==> src/rtl/n64_pkg.sv <==
// Shared definitions for the N64 controller report path: frame layout,
// button indices and link-state encoding.
package n64_pkg;
  localparam int FRAME_BITS = 33;

  localparam int BTN_A     = 0;
  localparam int BTN_B     = 1;
  localparam int BTN_Z     = 2;
  localparam int BTN_START = 3;
  localparam int BTN_DU    = 4;
  localparam int BTN_DD    = 5;
  localparam int BTN_DL    = 6;
  localparam int BTN_DR    = 7;
  localparam int BTN_RST   = 8;
  localparam int BTN_RSVD  = 9;
  localparam int BTN_L     = 10;
  localparam int BTN_R     = 11;
  localparam int BTN_CU    = 12;
  localparam int BTN_CD    = 13;
  localparam int BTN_CL    = 14;
  localparam int BTN_CR    = 15;

  localparam int X_MSB    = 16;
  localparam int Y_MSB    = 24;
  localparam int STOP_BIT = 32;
  localparam int RSVD_BIT = 9;

  typedef enum logic [1:0] {
    NO_LINK = 2'd0,
    ACQUIRE = 2'd1,
    LOCKED  = 2'd2
  } link_state_e;

  // Axis fields arrive MSB first, so the lowest frame index is the sign bit.
  function automatic logic [7:0] frame_axis(input logic [FRAME_BITS-1:0] f, input int msb);
    logic [7:0] a;
    for (int i = 0; i < 8; i++) a[7-i] = f[msb+i];
    return a;
  endfunction
endpackage

==> src/rtl/n64_axis_deadzone.sv <==
// Combinational deadzone for one signed 8-bit joystick axis.
module n64_axis_deadzone #(
  parameter int DEADZONE = 8
) (
  input  logic [7:0] axis_i,
  output logic [7:0] axis_o
);
  localparam logic [8:0] DZ = 9'(DEADZONE);

  logic [8:0] ext, mag;

  // Nine bits so that -128 has a representable magnitude of 128.
  always_comb begin
    ext    = {axis_i[7], axis_i};
    mag    = ext[8] ? (9'd0 - ext) : ext;
    axis_o = (mag <= DZ) ? 8'd0 : axis_i;
  end
endmodule

==> src/rtl/n64_report_decoder.sv <==
// Validates, debounces and decodes N64 status frames into committed
// button/axis state with edge pulses and a link-health timeout.
module n64_report_decoder
  import n64_pkg::*;
#(
  parameter int TICKS_PER_MICRO = 25,
  parameter int STABLE_FRAMES   = 2,
  parameter int DEADZONE        = 8,
  parameter int TIMEOUT_US      = 5000
) (
  input  logic                  PCLK,
  input  logic                  RST,
  input  logic [FRAME_BITS-1:0] frame_data,
  input  logic                  frame_valid,
  output logic [15:0]           buttons,
  output logic [7:0]            stick_x,
  output logic [7:0]            stick_y,
  output logic [15:0]           pressed,
  output logic [15:0]           released,
  output logic                  update,
  output logic                  link_ok,
  output logic [7:0]            frame_err_count
);
  localparam logic [31:0] TLIM = 32'(TIMEOUT_US * TICKS_PER_MICRO);
  localparam logic [3:0]  SF   = 4'(STABLE_FRAMES);

  link_state_e           state_q, state_d;
  logic [FRAME_BITS-1:0] cand_q, cand_d;
  logic [3:0]            match_q, match_d;
  logic [31:0]           tcnt_q, tcnt_d;
  logic [15:0]           btn_q, btn_d, pressed_q, pressed_d, released_q, released_d;
  logic [7:0]            x_q, x_d, y_q, y_d, err_q, err_d;
  logic                  upd_q, upd_d;

  logic       good, bad, expire;
  logic [7:0] raw_x, raw_y, dz_x, dz_y;

  assign raw_x = frame_axis(frame_data, X_MSB);
  assign raw_y = frame_axis(frame_data, Y_MSB);

  n64_axis_deadzone #(.DEADZONE(DEADZONE)) u_dz_x (.axis_i(raw_x), .axis_o(dz_x));
  n64_axis_deadzone #(.DEADZONE(DEADZONE)) u_dz_y (.axis_i(raw_y), .axis_o(dz_y));

  assign good   = frame_valid && frame_data[STOP_BIT] && !frame_data[RSVD_BIT];
  assign bad    = frame_valid && !good;
  // A good frame in the expiry cycle pre-empts the timeout.
  assign expire = (state_q != NO_LINK) && !good && (tcnt_q == TLIM - 32'd1);

  always_comb begin
    state_d = state_q;
    cand_d  = cand_q;
    match_d = match_q;
    tcnt_d  = tcnt_q;
    btn_d   = btn_q;
    x_d     = x_q;
    y_d     = y_q;
    err_d   = err_q;
    if (bad && err_q != 8'hFF) err_d = err_q + 8'd1;
    if (good) begin
      tcnt_d = '0;
      if (frame_data == cand_q) begin
        if (match_q != SF) match_d = match_q + 4'd1;
      end else begin
        cand_d  = frame_data;
        match_d = 4'd1;
      end
      // On commit the candidate equals the incoming frame, so decode it directly.
      if (match_d == SF) begin
        btn_d   = frame_data[15:0];
        x_d     = dz_x;
        y_d     = dz_y;
        state_d = LOCKED;
      end else if (state_q == NO_LINK) begin
        state_d = ACQUIRE;
      end
    end else if (expire) begin
      tcnt_d  = TLIM;
      state_d = NO_LINK;
      btn_d   = '0;
      x_d     = '0;
      y_d     = '0;
      cand_d  = '0;
      match_d = '0;
    end else if (state_q != NO_LINK) begin
      tcnt_d = tcnt_q + 32'd1;
    end
    pressed_d  = btn_d & ~btn_q;
    released_d = btn_q & ~btn_d;
    upd_d      = (btn_d != btn_q) || (x_d != x_q) || (y_d != y_q);
  end

  always_ff @(posedge PCLK or posedge RST) begin
    if (RST) begin
      state_q    <= NO_LINK;
      cand_q     <= '0;
      match_q    <= '0;
      tcnt_q     <= '0;
      btn_q      <= '0;
      x_q        <= '0;
      y_q        <= '0;
      err_q      <= '0;
      pressed_q  <= '0;
      released_q <= '0;
      upd_q      <= 1'b0;
    end else begin
      state_q    <= state_d;
      cand_q     <= cand_d;
      match_q    <= match_d;
      tcnt_q     <= tcnt_d;
      btn_q      <= btn_d;
      x_q        <= x_d;
      y_q        <= y_d;
      err_q      <= err_d;
      pressed_q  <= pressed_d;
      released_q <= released_d;
      upd_q      <= upd_d;
    end
  end

  assign buttons         = btn_q;
  assign stick_x         = x_q;
  assign stick_y         = y_q;
  assign pressed         = pressed_q;
  assign released        = released_q;
  assign update          = upd_q;
  assign link_ok         = (state_q == LOCKED);
  assign frame_err_count = err_q;
endmodule
==> config.mk <==
export PLATFORM = sky130hd
export DESIGN_NAME = n64_report_decoder
export DESIGN_NICKNAME = d
export VERILOG_FILES = /design/src/rtl/n64_pkg.sv /design/src/rtl/n64_axis_deadzone.sv /design/src/rtl/n64_report_decoder.sv
export SDC_FILE = /design/constraint.sdc
export NUM_CORES = 1
export LEC_CHECK = 0
export ABC_AREA = 1
export CAP_MARGIN = 0
export CORE_MARGIN = 2
export CORE_UTILIZATION = 30
export CTS_BUF_LIST = sky130_fd_sc_hd__clkbuf_2 sky130_fd_sc_hd__clkbuf_4 sky130_fd_sc_hd__clkbuf_8
export DETAILED_ROUTE_END_ITERATION = 12
export MAX_ROUTING_LAYER = met4
export SYNTH_ARGS = -nofsm -noshare
export SYNTH_HDL_FRONTEND = slang
export SYNTH_SLANG_ARGS = --single-unit
==> constraint.sdc <==
create_clock -name PCLK -period 12.2 [get_ports PCLK]
set_input_delay 2.44 -clock PCLK [delete_from_list [all_inputs] [get_ports PCLK]]
set_output_delay 2.44 -clock PCLK [all_outputs]
set_load 0.02 [all_outputs]
==> run_results.csv <==
group,metric,value,unit
setup_path,rr_worst_depth,16,
run,maxCapViolCount,0,
logic_synthesis,avgSynthCellArea,7.849,sq um
timing,post-route-period-util,53.79,%
drt,vias,7083,
pwr,p_total,0.001126,W
pwr,power_switching,0.0003767,W
logic_synthesis,ys_warn_count,0,
clocking,cts_sinks,144,
global_route,antenna_found_initial,0,
logic_synthesis,ys_top_cells_by_count,"nand2_1, inv_1, dfrtp_1, nor2_1, nand3_1",
timing,rsz0062_at_grt,"no",
setup_path,r2r_end,"update$_DFF_PP0_",
clocking,insertion_delay,0.47,ns
pwr,combPwrFrac,19.2,%
finish,n_antenna_cell,0,
floorplan,start_util,30.31,%
pwr,intPower,0.0007489,W
setup_path,worstSetupStartpointType,"primary input",
place,dp.cells,1456,
finish,areaGrowthSynthToFinish,21.84,%
setup_path,reg2reg_slack,7.37,ns
setup_path,r2r_start,"state_q[0]$_DFFE_PP0P_",
global_route,grt_max_degree,78,
timing,max_freq,152.4,MHz
floorplan,chipWidth,168.3,um
floorplan,rows,60,
timing,setup_tns,0,ns
global_route,grt_pass1_wl,35940,um
drt,wl,21900,um
timing,slew_headroom,34.73,%
logic_synthesis,async_flop_share,100.0,%
logic_synthesis,synth_top_cell_area_share,44.49,%
timing,fin_skew,0.01994,ns
setup_path,critPathCaptureType,"register",
clocking,cts_setup_buffers,0,
clocking,postCtsHoldBufs,0,
global_route,grt_usage,16.24,%
logic_synthesis,synth_area_leaders,"dfrtp_1, nand2_1, inv_1",
pwr,vdd_drop_max,0.06268,mV
timing,holdWs,0.5189,ns
pwr,power-per-cell-area,114.0,mW/mm^2
hold_path,hp-class,"reg -> reg",
setup_path,criticalPathCategory,"in -> reg",
floorplan,die_h,168.3,um
timing,finalHoldViolCount,0,
logic_synthesis,ys_types,46,
setup_path,crit_arrival,6.91,ns
finish,final_cells,1488,
finish,utilization,36.93,%
drt,drtPass1Iterations,7,
pwr,p_sw_share,33.47,%
clocking,clockBufferDepth,2,
pwr,p_clk_share,32.3,%
timing,slew_viol_final,0,
setup_path,crit_path_start,"frame_data[9]",
logic_synthesis,yosysSeqAreaShare,44.49,%
timing,fin_crit,6.562,ns
place,io_buffer_count,109,
outcome,status,"finished clean",
clocking,cts_root_buf,"clkbuf_8",
floorplan,core_area,0.02673,sq mm
clocking,path_clk_slew,0.09,ns
clocking,htreeDepth,4,
drt,drt_iter0_drc,584,
logic_synthesis,synth_fp_nets,1106,
logic_synthesis,yosys.area.top_type,"dfrtp_1",
drt,vias_per_cell,4.760,
hold_path,holdCritStartpoint,"state_q[1]$_DFFE_PP0P_",
clocking,cts_tree,"yes",
setup_path,cp_max_fo,44,
drt,ant_nets,0,
clocking,cts_resized,0,
logic_synthesis,synth-seq-cells,144,
logic_synthesis,synth-edff-count,0,
setup_path,crit_end,"update$_DFF_PP0_",
finish,drive_gt1_share,8.544,%
global_route,grt_overflow,0,
setup_path,crit_required,12.55,ns
timing,setup_viol_count_final,0,
finish,fin_nets,1208,
floorplan,ioPinCount,110,
logic_synthesis,synth.most_common_cell,"nand2_1",
drt,drc,0,
place,hpwl,16120,um
floorplan,die_area,0.02833,sq mm
clocking,cts_buffers,17,
pwr,seq_power_share,48.5,%
pwr,leakage,5.032,nW
drt,drt-wirelength-per-cell,14.72,um
logic_synthesis,synth_ff_type,"dfrtp_1",
logic_synthesis,netlist_area,0.008100,sq mm
logic_synthesis,syn_inst,1032,
place,place.gp.congestion,0.8617,
timing,worst_pin_slew,0.9791,ns
global_route,grt_pass1_vias,6904,
## registers in the layout (all words and copies together), names as in the netlist
register / flops
pressed: 16
stick_y: 8
buttons: 16
stick_x: 8
tcnt_q: 32
match_q: 4
released: 16
cand_q: 33
state_q: 2
frame_err_count: 8
update: 1
## layout by cell type (no fill, tap or decap), drive strengths merged
| cell | instances |
|---|---|
| nand2 | 244 |
| inv | 177 |
| dfrtp | 144 |
| clkdlybuf4s50 | 109 |
| nor2 | 87 |
| nand3 | 77 |
| o21ai | 68 |
| a21oi | 50 |
| nand4 | 42 |
| ha | 38 |
| clkbuf | 18 |
| nor3 | 18 |
| xor2 | 14 |
| nor4 | 11 |
| xnor2 | 11 |
| o22ai | 5 |
| a31oi | 5 |
| a211oi | 4 |
| clkinvlp | 4 |
| buf | 4 |
| o21a | 3 |
| a2bb2oi | 2 |
| o31ai | 2 |
| clkinv | 2 |
| nor3b | 1 |
| or2 | 1 |
| o21bai | 1 |
| a221oi | 1 |
| a311oi | 1 |
| and3 | 1 |
| a32oi | 1 |
| o221ai | 1 |
## critical path, cell delays in order
cell and delay (ns):
clkdlybuf4s50_1 0.42, inv_1 0.11, nand3_1 0.20, inv_1 0.13, nor2_1 0.11, nand3_1 0.15, buf_4 0.41, inv_1 0.14
nor2_1 0.67, inv_1 0.44, a21oi_1 0.35, ha_1 0.16, nand4_1 0.14, nor4_1 0.55, nand2_1 0.12, nor2_1 0.13
nand2_1 0.07, nor2_1 0.08, nand3_1 0.08
## per-layer routing
metal  vias to the layer above  wire (um)  global-route usage (%)
met2                       175      10540                   26.19
li1                       3545          -                       -
met5                         -          0                       -
met4                         0        370                   4.535
met1                      3340      10110                   21.20
met3                        23        885                   2.656
## cells by family (layout without fill, tap and decap cells)
kind of cell	count (synthesis)	count (layout)	share of synthesized area, %
AOI/OAI and AO/OA	144	144	10.80
buffers and inverters	199	314	9.700
DFF	144	144	44.49
adders and majority gates	38	38	5.870
and+or+nand+nor	482	482	26.35
xor gates and xnor gates	25	25	2.796
## area by class of cell
cell class / count / area [sq um]
clock buffers: 18 / 247.7
clock inverters: 14 / 120.1
fillers: 2798 / 16860
inverters: 169 / 639.4
multi-input cells: 689 / 3711
flip-flops and latches: 144 / 3603
well taps: 341 / 426.7
repair buffers: 113 / 1121
## how the worst min path moves through the flow
| stage | endpoint | slack, ns | cells after the start |
|---|---|---|---|
| finish | state_q[1]$_DFFE_PP0P_ | 0.52 | 2 |
| global route | cand_q[31]$_DFFE_PP0P_ | 0.55 | 2 |
| CTS | state_q[1]$_DFFE_PP0P_ | 0.53 | 2 |
| detailed placement | state_q[1]$_DFFE_PP0P_ | 0.51 | 2 |
| global placement | state_q[1]$_DFFE_PP0P_ | 0.49 | 2 |
| floorplan | state_q[1]$_DFFE_PP0P_ | 0.46 | 2 |
## metrics by stage
| step | setup slack [ns] | area (sq um) |
|---|---|---|
| global placement | 5.342 | 9502 |
| floorplan | 5.894 | 8100 |
| CTS | 5.804 | 9869 |
| finish | 5.638 | 9869 |
| global route | 5.359 | 9869 |
| detailed placement | 5.309 | 9502 |
## power groups by stage
| stage | clock [W] | combinational [W] | sequential, W |
|---|---|---|---|
| after global placement | 0 | 0.000215 | 0.000554 |
| after floorplan | 0 | 0.000123 | 0.000565 |
| after CTS | 0.000376 | 0.000217 | 0.000546 |
| after global routing | 0.000395 | 0.000245 | 0.000553 |
| final | 0.000364 | 0.000216 | 0.000546 |
| after detailed placement | 0 | 0.000216 | 0.000555 |
Power figures use the tool's default switching activity.
